File: src/rtl/crossroad_scheduler_if.sv
// Bundles the arrival/force strobes and the display-facing status, light and counter
// outputs of the crossroad scheduler into one connection.
interface crossroad_scheduler_if #(
  parameter int unsigned CNT_W = 4
);
  logic             car_arrived_a1;
  logic             car_arrived_a2;
  logic             car_arrived_b1;
  logic             car_arrived_b2;
  logic             force_switch;
  logic [1:0]       crossroad_status;
  logic [1:0]       light_a;
  logic [1:0]       light_b;
  logic [CNT_W-1:0] car_counter_a1;
  logic [CNT_W-1:0] car_counter_a2;
  logic [CNT_W-1:0] car_counter_b1;
  logic [CNT_W-1:0] car_counter_b2;
  logic             car_passed_a;
  logic             car_passed_b;
  logic             tick;

  modport master (
    output car_arrived_a1, car_arrived_a2, car_arrived_b1, car_arrived_b2, force_switch,
    input  crossroad_status, light_a, light_b,
    input  car_counter_a1, car_counter_a2, car_counter_b1, car_counter_b2,
    input  car_passed_a, car_passed_b, tick
  );

  modport slave (
    input  car_arrived_a1, car_arrived_a2, car_arrived_b1, car_arrived_b2, force_switch,
    output crossroad_status, light_a, light_b,
    output car_counter_a1, car_counter_a2, car_counter_b1, car_counter_b2,
    output car_passed_a, car_passed_b, tick
  );
endinterface

File: src/rtl/crossroad_scheduler.sv
// Two-direction crossroad sequencer: phase FSM with green/yellow/all-red timing,
// four saturating lane queues, tick-paced departures and a sticky force-handover request.
module crossroad_scheduler #(
  parameter int unsigned TICK_DIV     = 50_000_000,
  parameter int unsigned MIN_GREEN    = 4,
  parameter int unsigned MAX_GREEN    = 10,
  parameter int unsigned YELLOW_TICKS = 2,
  parameter int unsigned ALLRED_TICKS = 1,
  parameter int unsigned PASS_TICKS   = 1,
  parameter int unsigned CNT_W        = 4
) (
  input logic                 CLK100MHZ,
  input logic                 CPU_RESETN,
  crossroad_scheduler_if.slave bus
);

  localparam int unsigned PS_W = $clog2(TICK_DIV);
  localparam int unsigned PH_W = $clog2(MAX_GREEN + 1);
  localparam int unsigned PA_W = (PASS_TICKS > 1) ? $clog2(PASS_TICKS) : 1;

  localparam logic [PS_W-1:0]  PS_LAST = PS_W'(TICK_DIV - 1);
  localparam logic [PS_W-1:0]  PS_PRE  = PS_W'(TICK_DIV - 2);
  localparam logic [PH_W-1:0]  PH_MAX  = PH_W'(MAX_GREEN);
  localparam logic [PA_W-1:0]  PA_LAST = PA_W'(PASS_TICKS - 1);
  localparam logic [CNT_W-1:0] CNT_MAX = {CNT_W{1'b1}};

  typedef enum logic [2:0] {
    A_GREEN   = 3'd0,
    A_YELLOW  = 3'd1,
    ALLRED_AB = 3'd2,
    B_GREEN   = 3'd3,
    B_YELLOW  = 3'd4,
    ALLRED_BA = 3'd5
  } state_e;

  state_e           state_q, state_d;
  logic [PS_W-1:0]  ps_q, ps_d;
  logic             tick_q, tick_d;
  logic [PH_W-1:0]  ph_q, ph_d;
  logic [PA_W-1:0]  pass_q, pass_d;
  logic             force_q, force_d;
  logic             pa_q, pa_d;
  logic             pb_q, pb_d;
  logic [CNT_W-1:0] cnt_q [4];
  logic [CNT_W-1:0] cnt_d [4];

  logic [31:0] n_s;
  logic [3:0]  arr_s;
  logic [3:0]  nz_s;
  logic [3:0]  dec_s;
  logic        a_busy_s, b_busy_s;
  logic        green_s, dep_s, enter_green_s;

  assign arr_s    = {bus.car_arrived_b2, bus.car_arrived_b1, bus.car_arrived_a2, bus.car_arrived_a1};
  assign nz_s     = {|cnt_q[3], |cnt_q[2], |cnt_q[1], |cnt_q[0]};
  assign a_busy_s = nz_s[0] | nz_s[1];
  assign b_busy_s = nz_s[2] | nz_s[3];
  assign green_s  = (state_q == A_GREEN) || (state_q == B_GREEN);
  assign n_s      = 32'(ph_q) + 32'd1;

  // tick_q is registered one count early so it is high exactly while ps_q == TICK_DIV-1
  always_comb begin
    ps_d   = (ps_q == PS_LAST) ? '0 : ps_q + PS_W'(1);
    tick_d = (ps_q == PS_PRE);
  end

  always_comb begin
    state_d = state_q;
    dep_s   = 1'b0;
    if (tick_q) begin
      case (state_q)
        A_GREEN: begin
          if (b_busy_s && (n_s >= MAX_GREEN || (n_s >= MIN_GREEN && (!a_busy_s || force_q)))) begin
            state_d = A_YELLOW;
          end else begin
            state_d = A_GREEN;
          end
        end
        A_YELLOW:  state_d = (n_s == YELLOW_TICKS) ? ALLRED_AB : A_YELLOW;
        ALLRED_AB: state_d = (n_s == ALLRED_TICKS) ? B_GREEN : ALLRED_AB;
        B_GREEN: begin
          if (a_busy_s && (n_s >= MAX_GREEN || (n_s >= MIN_GREEN && (!b_busy_s || force_q)))) begin
            state_d = B_YELLOW;
          end else begin
            state_d = B_GREEN;
          end
        end
        B_YELLOW:  state_d = (n_s == YELLOW_TICKS) ? ALLRED_BA : B_YELLOW;
        ALLRED_BA: state_d = (n_s == ALLRED_TICKS) ? A_GREEN : ALLRED_BA;
        default:   state_d = A_GREEN;
      endcase
      dep_s = green_s && (pass_q == PA_LAST);
    end else begin
      state_d = state_q;
      dep_s   = 1'b0;
    end

    enter_green_s = (state_d != state_q) && (state_d == A_GREEN || state_d == B_GREEN);
    ph_d    = (state_d != state_q) ? '0
            : (tick_q && ph_q < PH_MAX) ? ph_q + PH_W'(1) : ph_q;
    pass_d  = enter_green_s ? '0
            : (tick_q && green_s) ? (dep_s ? '0 : pass_q + PA_W'(1)) : pass_q;
    force_d = enter_green_s ? 1'b0 : (force_q | bus.force_switch);
    pa_d    = dep_s && (state_q == A_GREEN) && a_busy_s;
    pb_d    = dep_s && (state_q == B_GREEN) && b_busy_s;
    dec_s   = {{2{dep_s && (state_q == B_GREEN)}}, {2{dep_s && (state_q == A_GREEN)}}} & nz_s;
  end

  // An arrival and a departure on the same lane cancel, so a full lane stays full
  always_comb begin
    for (int i = 0; i < 4; i++) begin
      case ({arr_s[i], dec_s[i]})
        2'b10:   cnt_d[i] = (cnt_q[i] == CNT_MAX) ? cnt_q[i] : cnt_q[i] + CNT_W'(1);
        2'b01:   cnt_d[i] = cnt_q[i] - CNT_W'(1);
        default: cnt_d[i] = cnt_q[i];
      endcase
    end
  end

  always_ff @(posedge CLK100MHZ or negedge CPU_RESETN) begin
    if (!CPU_RESETN) begin
      state_q <= A_GREEN;
      ps_q    <= '0;
      tick_q  <= 1'b0;
      ph_q    <= '0;
      pass_q  <= '0;
      force_q <= 1'b0;
      pa_q    <= 1'b0;
      pb_q    <= 1'b0;
      for (int i = 0; i < 4; i++) begin
        cnt_q[i] <= '0;
      end
    end else begin
      state_q <= state_d;
      ps_q    <= ps_d;
      tick_q  <= tick_d;
      ph_q    <= ph_d;
      pass_q  <= pass_d;
      force_q <= force_d;
      pa_q    <= pa_d;
      pb_q    <= pb_d;
      for (int i = 0; i < 4; i++) begin
        cnt_q[i] <= cnt_d[i];
      end
    end
  end

  always_comb begin
    bus.crossroad_status = 2'd2;
    bus.light_a          = 2'd0;
    bus.light_b          = 2'd0;
    case (state_q)
      A_GREEN: begin
        bus.crossroad_status = 2'd0;
        bus.light_a          = 2'd2;
      end
      A_YELLOW: bus.light_a = 2'd1;
      B_GREEN: begin
        bus.crossroad_status = 2'd1;
        bus.light_b          = 2'd2;
      end
      B_YELLOW: bus.light_b = 2'd1;
      default: begin
        bus.crossroad_status = 2'd2;
        bus.light_a          = 2'd0;
        bus.light_b          = 2'd0;
      end
    endcase
  end

  assign bus.car_counter_a1 = cnt_q[0];
  assign bus.car_counter_a2 = cnt_q[1];
  assign bus.car_counter_b1 = cnt_q[2];
  assign bus.car_counter_b2 = cnt_q[3];
  assign bus.car_passed_a   = pa_q;
  assign bus.car_passed_b   = pb_q;
  assign bus.tick           = tick_q;

endmodule

File: src/flat_wrapper.sv
// flat-port wrapper written by rule: the top's interface ports become plain ports
module crossroad_scheduler_flat 
#(
  parameter int unsigned TICK_DIV     = 50_000_000,
  parameter int unsigned MIN_GREEN    = 4,
  parameter int unsigned MAX_GREEN    = 10,
  parameter int unsigned YELLOW_TICKS = 2,
  parameter int unsigned ALLRED_TICKS = 1,
  parameter int unsigned PASS_TICKS   = 1,
  parameter int unsigned CNT_W        = 4
)
  (CLK100MHZ, CPU_RESETN, bus_car_arrived_a1, bus_car_arrived_a2, bus_car_arrived_b1, bus_car_arrived_b2, bus_force_switch, bus_crossroad_status, bus_light_a, bus_light_b, bus_car_counter_a1, bus_car_counter_a2, bus_car_counter_b1, bus_car_counter_b2, bus_car_passed_a, bus_car_passed_b, bus_tick);
  crossroad_scheduler_if #(.CNT_W(CNT_W)) bus_i ();
  input logic CLK100MHZ;
  input logic CPU_RESETN;
  input wire logic [$bits(bus_i.car_arrived_a1)-1:0] bus_car_arrived_a1;
  input wire logic [$bits(bus_i.car_arrived_a2)-1:0] bus_car_arrived_a2;
  input wire logic [$bits(bus_i.car_arrived_b1)-1:0] bus_car_arrived_b1;
  input wire logic [$bits(bus_i.car_arrived_b2)-1:0] bus_car_arrived_b2;
  input wire logic [$bits(bus_i.force_switch)-1:0] bus_force_switch;
  output wire logic [$bits(bus_i.crossroad_status)-1:0] bus_crossroad_status;
  output wire logic [$bits(bus_i.light_a)-1:0] bus_light_a;
  output wire logic [$bits(bus_i.light_b)-1:0] bus_light_b;
  output wire logic [$bits(bus_i.car_counter_a1)-1:0] bus_car_counter_a1;
  output wire logic [$bits(bus_i.car_counter_a2)-1:0] bus_car_counter_a2;
  output wire logic [$bits(bus_i.car_counter_b1)-1:0] bus_car_counter_b1;
  output wire logic [$bits(bus_i.car_counter_b2)-1:0] bus_car_counter_b2;
  output wire logic [$bits(bus_i.car_passed_a)-1:0] bus_car_passed_a;
  output wire logic [$bits(bus_i.car_passed_b)-1:0] bus_car_passed_b;
  output wire logic [$bits(bus_i.tick)-1:0] bus_tick;
  assign bus_i.car_arrived_a1 = bus_car_arrived_a1;
  assign bus_i.car_arrived_a2 = bus_car_arrived_a2;
  assign bus_i.car_arrived_b1 = bus_car_arrived_b1;
  assign bus_i.car_arrived_b2 = bus_car_arrived_b2;
  assign bus_i.force_switch = bus_force_switch;
  assign bus_crossroad_status = bus_i.crossroad_status;
  assign bus_light_a = bus_i.light_a;
  assign bus_light_b = bus_i.light_b;
  assign bus_car_counter_a1 = bus_i.car_counter_a1;
  assign bus_car_counter_a2 = bus_i.car_counter_a2;
  assign bus_car_counter_b1 = bus_i.car_counter_b1;
  assign bus_car_counter_b2 = bus_i.car_counter_b2;
  assign bus_car_passed_a = bus_i.car_passed_a;
  assign bus_car_passed_b = bus_i.car_passed_b;
  assign bus_tick = bus_i.tick;
  crossroad_scheduler #(.TICK_DIV(TICK_DIV), .MIN_GREEN(MIN_GREEN), .MAX_GREEN(MAX_GREEN), .YELLOW_TICKS(YELLOW_TICKS), .ALLRED_TICKS(ALLRED_TICKS), .PASS_TICKS(PASS_TICKS), .CNT_W(CNT_W)) u_core (.CLK100MHZ(CLK100MHZ), .CPU_RESETN(CPU_RESETN), .bus(bus_i));
endmodule
File: config.mk
export PLATFORM = sky130hd
export DESIGN_NAME = crossroad_scheduler_flat
export DESIGN_NICKNAME = d
export VERILOG_FILES = /design/src/rtl/crossroad_scheduler_if.sv /design/src/rtl/crossroad_scheduler.sv /design/src/flat_wrapper.sv
export SDC_FILE = /design/constraint.sdc
export NUM_CORES = 1
export LEC_CHECK = 0
export ABC_AREA = 1
export ABC_CLOCK_PERIOD_IN_PS = 4900
export CORE_UTILIZATION = 29
export DETAILED_ROUTE_END_ITERATION = 8
export DONT_BUFFER_PORTS = 1
export SLEW_MARGIN = 20
export SYNTH_ARGS = -nofsm -noshare
export SYNTH_HDL_FRONTEND = slang
export SYNTH_SLANG_ARGS = --single-unit
export TNS_END_PERCENT = 30
File: constraint.sdc
create_clock -name CLK100MHZ -period 4.9 [get_ports CLK100MHZ]
set_clock_uncertainty 0.2 [all_clocks]
set_input_delay 0.98 -clock CLK100MHZ [delete_from_list [all_inputs] [get_ports CLK100MHZ]]
set_output_delay 0.98 -clock CLK100MHZ [all_outputs]
set_load 0.05 [all_outputs]
==> impl_metrics.json <==
{
  "post-dp-hpwl_mm": 5.43,
  "routed_via_density": 4.76,
  "cts_buffer_depth": 2,
  "synth_cells": 432,
  "wl_cell_um": 12.2,
  "post_syn_area_mm2": 0.00344,
  "synth-edff-count": 0,
  "worstMarginPinSlew_ps": 1010,
  "cts_root_buffer_type": "sky130_fd_sc_hd__clkbuf_16",
  "reg2reg_to": "u_core.bus.car_counter_a1[3]$_DFFE_PN0P_",
  "timing_hold_violations_final": 0,
  "synth_top_cell_area_share": 0.393,
  "drt_drc_violations_left": 2,
  "syn_area_cell_um2": 7.97,
  "wl_mm": 7.09,
  "post_synth_top_cells": "sky130_fd_sc_hd__nand2_1, sky130_fd_sc_hd__inv_1, sky130_fd_sc_hd__dfrtp_1",
  "crit_path_start_kind": "register",
  "cellLeakagePower_uw": 0.00183,
  "grt_pass1_wl_mm": 12.3,
  "antenna-diode-count": 0,
  "hold_path_class": "primary input to async pin",
  "placement_rows": 39,
  "post-synth-top-count-cell": "sky130_fd_sc_hd__nand2_1",
  "cts_tree": "done",
  "fillerInstances": 1203,
  "yosys_register_bits": 54,
  "postSynth.topFlopCell": "sky130_fd_sc_hd__dfrtp_1",
  "synth.top_cells.by_area": "sky130_fd_sc_hd__dfrtp_1, sky130_fd_sc_hd__nand2_1, sky130_fd_sc_hd__inv_1",
  "worst_endpoint_required_time_ps": 4870,
  "slew_viol_final": 0,
  "num_vias": 2766,
  "layout_worst_path_cycle_share": 0.599,
  "clock_insertion_delay_worst_skew_ps": 300,
  "cts_hold_repair.buffers": 0,
  "timing_worst_setup_path_type": "register to register",
  "dieHeight_um": 111,
  "track_usage": 0.123,
  "area_enclosed_by_the_die_boundary_mm2": 0.0123,
  "synthToLayoutAreaGrowth_pct": 9.38,
  "hold_ws_ps": 176,
  "drv.max_cap_violation_count": 0,
  "synth_fp_nets": 456,
  "worst_setup_hold_path_clk_slew_ps": 80,
  "report.final.setup_viol": 0,
  "drive_gt1_frac": 0.123,
  "synthesis.yosys.warnings": 0,
  "synth_seq_area_share": 0.393,
  "timing.setup.tns_ps": 0,
  "io-pin-count": 32,
  "initial_utilization": 0.299,
  "endpoint_kind": "register",
  "grt_max_degree": 55,
  "cp_max_fo": 6,
  "setup_slack_reg_to_reg_ps": 1960,
  "result_of_the_run": "finished, violations left",
  "cts_repair_resize_count": 0,
  "finalWeightedCongestion": 0.927,
  "synth_largest_area_cell": "sky130_fd_sc_hd__dfrtp_1",
  "crit_end": "u_core.bus.car_counter_a1[3]$_DFFE_PN0P_",
  "fin_util": 0.327,
  "number_of_antenna_violations_at_the_first_check_in_global_routing": 0,
  "post_synth_num_cell_types": 34,
  "core_area_mm2": 0.0115,
  "post-cts-setup-buffers": 0,
  "cts_sinks": 54,
  "power_density_mw_per_mm2": 395,
  "cts_made_buffers": 5,
  "numPortBuffers": 0,
  "violation_count_after_the_first_detailed_routing_iteration": 150,
  "period_needed_ps": 2940,
  "violations": "DRC",
  "htree_levels": 2,
  "grt_pass1_vias": 2629,
  "maxSlewHeadroom": 0.322,
  "first_pass_iters": 6,
  "r2r_path_start": "u_core.state_q[0]$_DFF_PN0_",
  "worst_setup_path_startpoint": "u_core.state_q[0]$_DFF_PN0_",
  "ir_drop_mv": 0.158,
  "rr_worst_depth": 13,
  "postSynth.asyncResetShare": 1.00,
  "antenna_violating_nets_post_route": 0,
  "num-nets-final": 461,
  "worstPathArrival_ps": 2910,
  "clock.fmax_mhz": 341,
  "grt-ovfl-total": 0,
  "dieWidth_um": 111,
  "rsz0062_at_grt": "no"
}
-- flip-flops by register name, summed over array words and instances (netlist names) --
register                   count
u_core.bus.car_passed_b        1
u_core.bus.tick                1
u_core.bus.car_counter_a1      4
u_core.bus.car_counter_b1      4
u_core.pass_q                  1
u_core.ph_q                    4
u_core.force_q                 1
u_core.bus.car_counter_a2      4
u_core.bus.car_passed_a        1
u_core.state_q                 3
u_core.ps_q                   26
u_core.bus.car_counter_b2      4
-- critical path, stage by stage (launching register included) --
cell	delay, ps
sky130_fd_sc_hd__dfrtp_1	470
sky130_fd_sc_hd__inv_2	140
sky130_fd_sc_hd__nand3_2	110
sky130_fd_sc_hd__inv_2	220
sky130_fd_sc_hd__nand4_1	170
sky130_fd_sc_hd__nor2_1	130
sky130_fd_sc_hd__inv_1	70
sky130_fd_sc_hd__nor2_1	170
sky130_fd_sc_hd__ha_1	300
sky130_fd_sc_hd__nand2_1	90
sky130_fd_sc_hd__nor2_1	50
sky130_fd_sc_hd__a211oi_1	200
sky130_fd_sc_hd__mux2_2	380
sky130_fd_sc_hd__xnor2_1	120
-- logic make-up (layout without fill, tap and decap cells) --
family	Yosys count	after routing	synth area share
simple gates	226	226	0.330
buf+inv	69	75	0.0763
flops	54	54	0.393
compound gates	40	40	0.0633
xor+xnor	25	25	0.0636
fa+ha+maj	17	17	0.0705
mux	1	1	0.00327
-- placed cells by master (no fill, tap or decap), drive strengths merged --
master,instances
o211ai,1
nor4,5
nand2,88
nor3,17
a31oi,2
clkinv,1
a21oi,25
nand4,16
nor2,64
clkinvlp,1
nor3b,2
inv,68
or2,2
clkbuf,5
a211oi,2
xnor2,5
xor2,20
dfrtp,54
nand3,32
o21ai,10
ha,13
fa,4
mux2,1
-- metal layers --
metal  up-vias  global-route usage  wire length (um)
li1       1401                   -                 -
met1      1309               0.158              3320
met2        46               0.202              3380
met3        10              0.0334               283
met4         0              0.0338               106
met5         -                   0                 0
-- area by class of cell --
class,instances,area [um^2],share of cell area
multi-input combinational,309,1830,0.487
sequential,54,1350,0.359
inverter,67,251,0.0668
tap,143,179,0.0475
clock buffer,5,125,0.0332
clock inverter,3,25.0,0.00665
-- power by group --
part	leakage [uW]	switching [uW]	internal, uW
combinational	0.00107	140	123
clock	0.0000704	172	193
sequential	0.000693	351	508
-- how the worst min path moves through the flow --
stage                                endpoint  slack, ps  cells after the start
floorplan            u_core.ps_q[0]$_DFF_PN0_        230                      1
global placement     u_core.ps_q[0]$_DFF_PN0_        260                      1
detailed placement   u_core.ps_q[0]$_DFF_PN0_        260                      1
CTS                 u_core.ps_q[25]$_DFF_PN0_        160                      0
global route         u_core.ps_q[3]$_DFF_PN0_        150                      0
finish              u_core.ps_q[18]$_DFF_PN0_        180                      0
-- per-stage QoR --
stage                     instances  power [uW]  setup slack [ps]  cell area (um^2)
after floorplan                 432        1060              2030              3440
after global placement          573        1120              2080              3610
after detailed placement        573        1140              2000              3610
after CTS                       581        1510              1970              3760
after global routing            581        1590              1780              3760
final                           581        1490              1960              3760
No activity file was read; power rests on OpenSTA's default activity.
